### config.mk
export PLATFORM = sky130hd
export DESIGN_NAME = envgen_multi
export DESIGN_NICKNAME = d
export VERILOG_FILES = /design/src/rtl/envgen_pkg.sv /design/src/rtl/envgen_multi_step.sv /design/src/rtl/envgen_multi.sv
export SDC_FILE = /design/constraint.sdc
export NUM_CORES = 1
export LEC_CHECK = 0
export BUFFER_PORTS_ARGS = -buffer_cell sky130_fd_sc_hd__buf_2
export CORE_ASPECT_RATIO = 1.1
export CORE_UTILIZATION = 30
export CTS_CLUSTER_DIAMETER = 40
export DETAILED_ROUTE_END_ITERATION = 8
export PLACE_DENSITY = 0.55
export SETUP_SLACK_MARGIN = 0.3
export SYNTH_ARGS = -nofsm -noshare
export SYNTH_HDL_FRONTEND = slang
export SYNTH_HIERARCHICAL = 1
export SYNTH_SLANG_ARGS = --single-unit
### constraint.sdc
create_clock -name clk -period 5.7 [get_ports clk]
set_input_delay 0.285 -clock clk [delete_from_list [all_inputs] [get_ports clk]]
set_output_delay 0.285 -clock clk [all_outputs]
set_load 0.005 [all_outputs]
### src/rtl/envgen_pkg.sv
// envgen_pkg
// Shared definitions for the multi-voice ADSR envelope generator:
//   env_state_t   - per-voice envelope state encoding
//   attack_rate() - strobes per attack step for a 4-bit rate nibble
//   dr_rate()     - strobes per decay/release step for a 4-bit rate nibble
//   voice-count, envelope-width and rate-counter width limits
package envgen_pkg;

  localparam int MIN_VOICES = 1;
  localparam int MAX_VOICES = 16;
  localparam int MIN_ENV_W  = 8;
  localparam int MAX_ENV_W  = 16;
  localparam int RATE_W     = 13;

  typedef enum logic [2:0] {
    ST_IDLE    = 3'd0,
    ST_ATTACK  = 3'd1,
    ST_DECAY   = 3'd2,
    ST_SUSTAIN = 3'd3,
    ST_RELEASE = 3'd4
  } env_state_t;

  function automatic logic [RATE_W-1:0] attack_rate(input logic [3:0] nibble);
    logic [RATE_W-1:0] r;
    case (nibble)
      4'd0:    r = 13'd1;
      4'd1:    r = 13'd2;
      4'd2:    r = 13'd3;
      4'd3:    r = 13'd4;
      4'd4:    r = 13'd7;
      4'd5:    r = 13'd10;
      4'd6:    r = 13'd13;
      4'd7:    r = 13'd15;
      4'd8:    r = 13'd19;
      4'd9:    r = 13'd47;
      4'd10:   r = 13'd94;
      4'd11:   r = 13'd150;
      4'd12:   r = 13'd188;
      4'd13:   r = 13'd562;
      4'd14:   r = 13'd938;
      default: r = 13'd1500;
    endcase
    return r;
  endfunction

  function automatic logic [RATE_W-1:0] dr_rate(input logic [3:0] nibble);
    logic [RATE_W-1:0] r;
    case (nibble)
      4'd0:    r = 13'd1;
      4'd1:    r = 13'd4;
      4'd2:    r = 13'd9;
      4'd3:    r = 13'd14;
      4'd4:    r = 13'd21;
      4'd5:    r = 13'd32;
      4'd6:    r = 13'd38;
      4'd7:    r = 13'd45;
      4'd8:    r = 13'd56;
      4'd9:    r = 13'd141;
      4'd10:   r = 13'd281;
      4'd11:   r = 13'd450;
      4'd12:   r = 13'd562;
      4'd13:   r = 13'd1688;
      4'd14:   r = 13'd2812;
      default: r = 13'd4500;
    endcase
    return r;
  endfunction

endpackage

### src/rtl/envgen_multi_step.sv
// envgen_step
// Purely combinational next-state function for one envelope voice. The top
// level presents the stored state of the voice owning the current slot and
// writes the results back at the end of that slot.
// Optional feature macro: ENVGEN_EXP_DECAY_EN (exponential-like decay/release).
// Ports:
//   state_i, env_i, rate_cnt_i  current stored voice state
//   gate_i, gate_prev_i         live gate and gate seen in the previous slot
//   attack_i .. release_i       rate / level nibbles for this voice
//   state_o, env_o, rate_cnt_o  next stored voice state
module envgen_step
  import envgen_pkg::*;
#(
  parameter int ENV_W        = 8,
  parameter bit RETRIG_RESET = 1'b0
) (
  input  env_state_t        state_i,
  input  logic [ENV_W-1:0]  env_i,
  input  logic [RATE_W-1:0] rate_cnt_i,
  input  logic              gate_i,
  input  logic              gate_prev_i,
  input  logic [3:0]        attack_i,
  input  logic [3:0]        decay_i,
  input  logic [3:0]        sustain_i,
  input  logic [3:0]        release_i,
  output env_state_t        state_o,
  output logic [ENV_W-1:0]  env_o,
  output logic [RATE_W-1:0] rate_cnt_o
);

  localparam logic [ENV_W-1:0] MAX  = '1;
  // Step scales with width so a full-scale sweep takes the same strobe count.
  localparam logic [ENV_W-1:0] STEP = ENV_W'(1 << (ENV_W - 8));

  logic [ENV_W-1:0]  sus;
  logic [ENV_W-1:0]  dec;
  logic [ENV_W:0]    att_sum;
  logic [RATE_W-1:0] rate;
  logic [RATE_W-1:0] cnt_next;
  logic              tick;
  logic              rise;
  logic              fall;

  assign sus  = {(ENV_W/4){sustain_i}};
  assign rise = gate_i & ~gate_prev_i;
  assign fall = ~gate_i & gate_prev_i;

  always_comb begin
    rate = 13'd1;
    case (state_i)
      ST_ATTACK:  rate = attack_rate(attack_i);
      ST_DECAY:   rate = dr_rate(decay_i);
      ST_RELEASE: rate = dr_rate(release_i);
      default:    rate = 13'd1;
    endcase
  end

  assign tick     = (rate_cnt_i >= (rate - 13'd1));
  assign cnt_next = tick ? '0 : (rate_cnt_i + 13'd1);
  assign att_sum  = {1'b0, env_i} + {1'b0, STEP};

`ifdef ENVGEN_EXP_DECAY_EN
  logic [ENV_W-1:0] env_shr;
  assign env_shr = env_i >> 5;
  assign dec     = (env_shr > STEP) ? env_shr : STEP;
`else
  assign dec = STEP;
`endif

  always_comb begin
    state_o    = state_i;
    env_o      = env_i;
    rate_cnt_o = rate_cnt_i;
    if (rise || ((state_i == ST_IDLE) && gate_i)) begin
      state_o    = ST_ATTACK;
      rate_cnt_o = '0;
      if (RETRIG_RESET) env_o = '0;
    end else if (fall) begin
      state_o    = ST_RELEASE;
      rate_cnt_o = '0;
    end else begin
      case (state_i)
        ST_IDLE: env_o = '0;
        ST_ATTACK: begin
          rate_cnt_o = cnt_next;
          if (tick) begin
            if (env_i == MAX) state_o = ST_DECAY;
            else              env_o   = att_sum[ENV_W] ? MAX : att_sum[ENV_W-1:0];
          end
        end
        ST_DECAY: begin
          // Also catches sustain being raised above the current level.
          if (env_i <= sus) begin
            state_o    = ST_SUSTAIN;
            env_o      = sus;
            rate_cnt_o = '0;
          end else begin
            rate_cnt_o = cnt_next;
            if (tick) env_o = ((env_i - sus) <= dec) ? sus : (env_i - dec);
          end
        end
        ST_SUSTAIN: env_o = sus;
        ST_RELEASE: begin
          if (env_i == '0) begin
            state_o    = ST_IDLE;
            rate_cnt_o = '0;
          end else begin
            rate_cnt_o = cnt_next;
            if (tick) env_o = (env_i <= dec) ? '0 : (env_i - dec);
          end
        end
        default: state_o = ST_IDLE;
      endcase
    end
  end

endmodule

### src/rtl/envgen_multi.sv
// envgen_multi
// Time-multiplexed ADSR envelope generator. Each accepted sample_strobe starts
// a sweep that updates one voice per clock through a single shared
// envgen_step instance.
// Optional feature macro: ENVGEN_EXP_DECAY_EN (passed through to envgen_step).
// Ports:
//   clk, rst_n          clock; synchronous active-low reset
//   sample_strobe       starts a sweep (ignored while busy)
//   gate                per-voice gate, bit v = voice v
//   attack, decay, sustain, release_rate  per-voice nibbles, [4v+3:4v]
//   env_out             per-voice envelope, [ENV_W*v +: ENV_W]
//   env_idle            per-voice IDLE flag
//   busy                sweep in progress
//   sweep_done          one-cycle pulse after the last voice is written
module envgen_multi
  import envgen_pkg::*;
#(
  parameter int NUM_VOICES   = 4,
  parameter int ENV_W        = 8,
  parameter bit RETRIG_RESET = 1'b0
) (
  input  logic                        clk,
  input  logic                        rst_n,
  input  logic                        sample_strobe,
  input  logic [NUM_VOICES-1:0]       gate,
  input  logic [4*NUM_VOICES-1:0]     attack,
  input  logic [4*NUM_VOICES-1:0]     decay,
  input  logic [4*NUM_VOICES-1:0]     sustain,
  input  logic [4*NUM_VOICES-1:0]     release_rate,
  output logic [ENV_W*NUM_VOICES-1:0] env_out,
  output logic [NUM_VOICES-1:0]       env_idle,
  output logic                        busy,
  output logic                        sweep_done
);

  localparam int                SLOT_W    = (NUM_VOICES > 1) ? $clog2(NUM_VOICES) : 1;
  localparam logic [SLOT_W-1:0] LAST_SLOT = SLOT_W'(NUM_VOICES - 1);

  env_state_t            state_q    [NUM_VOICES];
  logic [ENV_W-1:0]      env_q      [NUM_VOICES];
  logic [RATE_W-1:0]     rate_cnt_q [NUM_VOICES];
  logic [NUM_VOICES-1:0] gate_prev_q;

  logic              busy_q, busy_d;
  logic              done_q, done_d;
  logic [SLOT_W-1:0] slot_q, slot_d;

  int                slot_idx;
  env_state_t        nxt_state;
  logic [ENV_W-1:0]  nxt_env;
  logic [RATE_W-1:0] nxt_cnt;

  assign slot_idx = int'(slot_q);

  always_comb begin
    busy_d = busy_q;
    slot_d = slot_q;
    done_d = 1'b0;
    if (!busy_q) begin
      if (sample_strobe) begin
        busy_d = 1'b1;
        slot_d = '0;
      end
    end else if (slot_q == LAST_SLOT) begin
      busy_d = 1'b0;
      done_d = 1'b1;
      slot_d = '0;
    end else begin
      slot_d = slot_q + 1'b1;
    end
  end

  always_ff @(posedge clk) begin
    if (!rst_n) begin
      busy_q <= 1'b0;
      done_q <= 1'b0;
      slot_q <= '0;
    end else begin
      busy_q <= busy_d;
      done_q <= done_d;
      slot_q <= slot_d;
    end
  end

  envgen_step #(
    .ENV_W        (ENV_W),
    .RETRIG_RESET (RETRIG_RESET)
  ) u_step (
    .state_i     (state_q[slot_q]),
    .env_i       (env_q[slot_q]),
    .rate_cnt_i  (rate_cnt_q[slot_q]),
    .gate_i      (gate[slot_q]),
    .gate_prev_i (gate_prev_q[slot_q]),
    .attack_i    (attack[4*slot_idx +: 4]),
    .decay_i     (decay[4*slot_idx +: 4]),
    .sustain_i   (sustain[4*slot_idx +: 4]),
    .release_i   (release_rate[4*slot_idx +: 4]),
    .state_o     (nxt_state),
    .env_o       (nxt_env),
    .rate_cnt_o  (nxt_cnt)
  );

  // Only the voice owning the current slot is written; busy_q marks a live slot.
  always_ff @(posedge clk) begin
    if (!rst_n) begin
      for (int v = 0; v < NUM_VOICES; v++) begin
        state_q[v]    <= ST_IDLE;
        env_q[v]      <= '0;
        rate_cnt_q[v] <= '0;
      end
      gate_prev_q <= '0;
    end else if (busy_q) begin
      state_q[slot_q]     <= nxt_state;
      env_q[slot_q]       <= nxt_env;
      rate_cnt_q[slot_q]  <= nxt_cnt;
      gate_prev_q[slot_q] <= gate[slot_q];
    end
  end

  for (genvar v = 0; v < NUM_VOICES; v++) begin : g_out
    assign env_out[ENV_W*v +: ENV_W] = env_q[v];
    assign env_idle[v]               = (state_q[v] == ST_IDLE);
  end

  assign busy       = busy_q;
  assign sweep_done = done_q;

endmodule

== Word level (Yosys, flattened, before mapping) ==
Memory sizes are Yosys's and may differ from the RTL's. A register that Yosys moved wholly into a read port is not among the register bits.
Index checks and enable logic that the tools add are counted.
Cells by class
  $add $sub $neg: 6
  order comparisons: 6
  equality and inequality tests: 6
  shift-type cells: 4
  multiplexer cells: 59
  bitwise logic cells: 4
  reduce and logical (&&, ||, !) cells: 15
Operator list (count)
  two-way mux 8 bit: 12
  two-way mux 13 bit: 6
  case mux 13 bit (3 select lines): 2
  indexed part select 16 x 5 -> 4 bit: 4
  case mux 8 bit (5 select lines): 1
  two-way mux 2 bit: 12
  two-way mux 3 bit: 7
  <= comparator 8 x 1 -> 1 bit, second input constant: 2
  zero test 3 bit: 5
  two-way mux 1 bit: 14
  adder 13 x 1 -> 13 bit, second input constant: 1
  greater-or-equal comparator 13 bit: 1
  OR reduction 13 bit: 1
  subtractor 13 x 1 -> 13 bit, second input constant: 1
  case mux 3 bit (4 select lines): 1
  adder 8 x 1 -> 9 bit, second input constant: 1
  equality test 8 bit, second input constant: 1
  <= comparator 8 bit: 1
  zero test 8 bit: 1
  OR reduction 8 bit: 1
  subtractor 8 x 1 -> 8 bit, second input constant: 1
  subtractor 8 bit: 1
  equality test 3 x 2 -> 1 bit, second input constant: 2
  binary-select mux 1 bit (select 2 bit): 2
  16 further kinds: 19
Storage, ports and cells
  register bits after elaboration: 8
  bits in writable memories: 96
  bits in read-only memories: 592
  input port bits: 71
  output and inout bits: 38
  memories kept: 6
Memories
  (no name shown): words 16, bits a word 13, rd ports 1, clocked after memory_dff 0, write ports 0, line envgen_pkg.sv:48  | case (nibble)
  (no name shown): words 16, bits a word 13, rd ports 1, clocked after memory_dff 0, write ports 0, line envgen_pkg.sv:48
  (no name shown): words 16, bits a word 11, rd ports 1, clocked after memory_dff 0, write ports 0, line envgen_pkg.sv:25  | case (nibble)
  rate_cnt_q: words 4, bits a word 13, rd ports 1, clocked after memory_dff 1, write ports 4, line envgen_multi.sv:41  | logic [RATE_W-1:0] rate_cnt_q [NUM_VOICES];
  env_q: words 4, bits a word 8, rd ports 5, clocked after memory_dff 1, write ports 4, line envgen_multi.sv:40  | logic [ENV_W-1:0] env_q [NUM_VOICES];
  state_q: words 4, bits a word 3, rd ports 5, clocked after memory_dff 1, write ports 4, line envgen_multi.sv:39  | env_state_t state_q [NUM_VOICES];

== Longest topological paths before layout ==
An unclocked memory read counts as a cell.
  depth after elaboration: 11
  mapped depth: 27

== Modules after synthesis ==
Netlist, hierarchy kept.
By module, submodules not included
  envgen_multi: instances 1, cells each 317, area each 5114.9 um2, sequential area each 3083.0 um2
  envgen_step: instances 1, cells each 490, area each 3203.1 um2, sequential area each 0.0 um2

== Least setup slack after synthesis ==
No wires, ideal clock.
  kind: flip-flop to flip-flop
  start: reg slot_q[0]
  end: mem env_q[3][2], data pin
  library setup time: 255 ps
  data arrival time: 5343 ps
  slack: 102 ps
  cell stages (with the launch flop): 28
  buffers on the path: 4
  clock period less this slack: 5598 ps
  cells stage by stage: dfxtp_1 buf_6 buf_12 mux4_2 inv_1 ha_1 or2_2 a21o_1 a32oi_1 o22ai_1 inv_1 ha_1 inv_1 or4_1 nor2_1 a221oi_1 ha_1 a21oi_1 o21ai_0 a21oi_1 and2_1 clkbuf_1 clkbuf_1 nor2_1 o21ai_0 a21oi_1 o32a_1 and3_1
RTL lines
  start, declared: line envgen_multi.sv:46  | logic [SLOT_W-1:0] slot_q, slot_d;
  start signal, assigned: line envgen_multi.sv:81  | slot_q <= slot_d;
  end, declared: line envgen_multi.sv:40

==> summary.md <==
| Metric | Value |
|---|---|
| RePlAce Congestion | ~0.9 |
| Yosys top cell by area | edfxtp_1 |
| CP Launch Type | register |
| TritonRoute pass-1 iters | 5 |
| First-pass GRT wire length | roughly 39000 µm |
| Die H | 177 µm |
| GRT Max-Usage Layer | met2 |
| Unrepaired setup endpoints after global routing | yes |
| Worst stage delay on the critical path | between 500 and 600 ps |
| EDFF count, synth | 96 |
| Site Rows | 63 |
| All-Layer GR Usage | 0.177 |
| Max Fclk | approximately 0.19 GHz |
| DRC viols | 0 |
| Crit path DAT | 5390 ps |
| Number of buffers created by CTS | 9 |
| WP data required | ~5800 ps |
| Flops & latches, synth | 106 |
| Via count of the first global-routing pass | 6827 |
| Post-synth top cells | 96 x edfxtp_1, 78 x and2_1, 50 x a21oi_1 |
| CTS Hold Bufs | 0 |
| Final critical-path share of the clock period | 0.928 |
| # diodes | 0 |
| Core area | about 27000 µm² |
| Routed WL | 25900 µm |
| Async SR Flop Fraction | 0 |
| Via count | slightly above 7000 |
| Final slew viol count | 0 |
| Worst-path clk slew | 80 ps |
| Nets | 1060 |
| I/O Pins | roughly 110 |
| Share of cells above drive strength 1 | 0.324 |
| Min cycle time layout | about 5300 ps |
| DIE AREA | between 20000 and 30000 µm² |
| Final hold vios | 0 |
| CTS max path bufs | 2 |
| H-tree levels | 3 |
| Average instance area after synthesis | just over 10 µm² |
| Buffers added on ports | 108 |
| Power per cell area | 255 nW/µm² |
| Crit path top cell by count | inv_2 |
| Met1 usage in global routing | 0.245 |
| R2R setup slack | 410 ps |
| Iter 0 DRT Violations | 616 |
| Slowest CP cell | mux4_2 |
| Mapped cell area | about 8300 µm² |
| Synth area leaders | edfxtp_1 35%, mux4_2 12%, ha_1 7.4%, and2_1 5.9%, a21oi_1 3.0% |
| M3 GR Usage | 0.0206 |
| Register area share after synthesis | 0.371 |
| Bufs and invs on worst path | 5 |
| Via-to-Cell Ratio | between 5 and 6 |
| Fill count | 2743 |
| Most frequent cell after synthesis | edfxtp_1 |
| Worst relative slew slack | 0.199 |
| Crit Path Class | register to register |
| Max Cap Viol | 0 |
| VDD IR max | between 0.1 and 0.15 mV |
| Hold Crit Class | input port to register |
| Largest net degree at the start of global routing | 40 |
| CTS tree | yes |
| Hold slack | about 340 ps |
| Leak | 0.00395 µW |
| DIE WIDTH | 161 µm |
| CTS sink cnt | between 100 and 150 |
| Setup TNS | 0 ps |
| Critical Path End Type | register |
| Mapped Cells | about 800 |
| Finish-stage setup viols | 0 |
| Area growth, synth to finish | 22.1% |
| Yosys warning count | 6 |
| Status | complete, no violations |
| Worst skew pair latency | between 300 and 400 ps |
| Antenna violations before repair | 1 |
| Largest fanout on the critical path | 8 |
| Synth cell types | 74 |
| Grt ovf | 0 |
| Met2 GRT Util | 0.294 |
| ANT nets after route | 0 |
| Top cell type's share of synthesized area | 0.347 |
| Syn Nets | approximately 930 |
| Initial Util | 0.307 |
| Clock Tree Root | clkbuf_16 |
| Wire length per cell | roughly 20 µm |
| Family with the most delay on the worst path | compound AO/OA/AOI/OAI gates |
| Top FF cell, synth | edfxtp_1 |
| Crit-path cells | mux4_2 > inv_2 > ha_4 > or2_4 > a21o_1 > a32oi_1 > o22ai_2 > inv_2 > ha_4 > inv_2 > or4_4 > xor2_2 > ha_1 > a21oi_1 > o21ai_1 > a21oi_2 > nand2_2 > buf_6 > clkbuf_16 > a31oi_4 > a311oi_2 > o32a_1 > and3_1 |
| Detailed placer's ending HPWL | between 15000 and 20000 µm |
| Worst-margin pin slew | 1190 ps |
| Final setup skew | ~11 ps |
[tightest hold or removal path: cells and delay by family]
| kind | cells | cell delay [ps] |
|---|---|---|
| AOI/OAI and AO/OA | 1 | 120 |
| buffers and inverters | 1 | 110 |
| and+or+nand+nor | 2 | 120 |
[routing by layer]
metal | part of all wire | up-vias | wire (µm)
li1 | - | 3329 | -
met1 | 0.46 | 3528 | 12000
met2 | 0.46 | 279 | 12000
met3 | 0.056 | 29 | 1460
met4 | 0.015 | 0 | 390
met5 | 0 | - | 0
[cells in the final DEF (no fill, tap or decap), types with 7 or more instances in the layout]
cell | synthesis | routed
inv_2 | 2 | 8
dfxtp_1 | 10 | 8
mux2i_1 | 7 | 7
xnor2_1 | 7 | 7
nand3_1 | 15 | 15
buf_4 | 2 | 59
and3_1 | 39 | 39
nand3b_1 | 13 | 13
buf_2 | 9 | 108
ha_1 | 49 | 46
nor3b_1 | 9 | 9
nor3_1 | 18 | 16
o21ai_0 | 45 | 37
mux4_2 | 43 | 43
o21ai_1 | 5 | 10
clkbuf_16 | 0 | 10
nor2b_1 | 14 | 14
and2_1 | 78 | 77
a21oi_1 | 50 | 45
edfxtp_1 | 96 | 96
nand2b_1 | 12 | 10
a31oi_1 | 14 | 10
nor2_1 | 48 | 44
o21a_1 | 10 | 10
nand2_1 | 42 | 38
inv_1 | 25 | 19
[area by class of cell]
type                    instances  area, µm²  area share
multi-input cells             622       5160       0.508
clock buffers                  10        229      0.0226
clock inverters                 6       40.0     0.00394
well taps                     357        447      0.0440
inverters                      27        101     0.00998
flip-flops and latches        106       3090       0.304
repair buffers                173       1090       0.107
[report_power, final]
part           switching [µW]  total (µW)  internal [µW]
logic                     621        1080            460
clock network             296         595            299
registers                21.9         910            888
[final timing paths]
path                                from                           to  cells past startpoint
min                        sample_strobe       slot_q[1]$_SDFFE_PN0N_                      4
max               slot_q[0]$_SDFFE_PN0N_        env_q[3][4]$_DFFE_PP_                     23
min reg2reg  gate_prev_q[2]$_SDFFE_PN0P_  gate_prev_q[2]$_SDFFE_PN0P_                      2
max reg2reg       slot_q[0]$_SDFFE_PN0N_        env_q[3][4]$_DFFE_PP_                     23
[state kept, by name (all words and copies together), names as in the netlist, named ones only]
| signal | cells |
|---|---|
| rate_cnt_q | 52 |
| env_q | 32 |
| state_q | 12 |
| gate_prev_q | 4 |
| slot_q | 2 |
| busy | 1 |
| sweep_done | 1 |
[logic make-up after synthesis]
kind of cell / Yosys count / share of synthesized area
AOI/OAI and AO/OA: 192 / 0.151
and+or+nand+nor: 312 / 0.212
xor gates and xnor gates: 12 / 0.0126
buffers and inverters: 79 / 0.0444
DFF: 106 / 0.371
adders and majority gates: 50 / 0.0761
muxes: 56 / 0.133
[per-stage QoR]
step / utilization / worst slack (ps) / total power (µW) / std cells / cell area [µm²]
after floorplan: - / 322 / 1550 / 807 / 8360
after global placement: 0.350 / 77.8 / 1850 / 1271 / 9490
after detailed placement: 0.350 / 37.3 / 1860 / 1271 / 9490
after CTS: 0.363 / 292 / 2470 / 1292 / 9840
after global routing: 0.374 / 199 / 2700 / 1301 / 10200
final: 0.374 / 412 / 2590 / 1301 / 10200
[timing repair]
item | 4_1_cts | 5_1_grt
pin swaps | 8 | 36
cloned | 0 | 1
setup buffers | 5 | 8
endpoints found under the setup margin | 80 | 85
gates resized for setup | 11 | 52
Note: power is estimated with default switching activity, not from simulation.
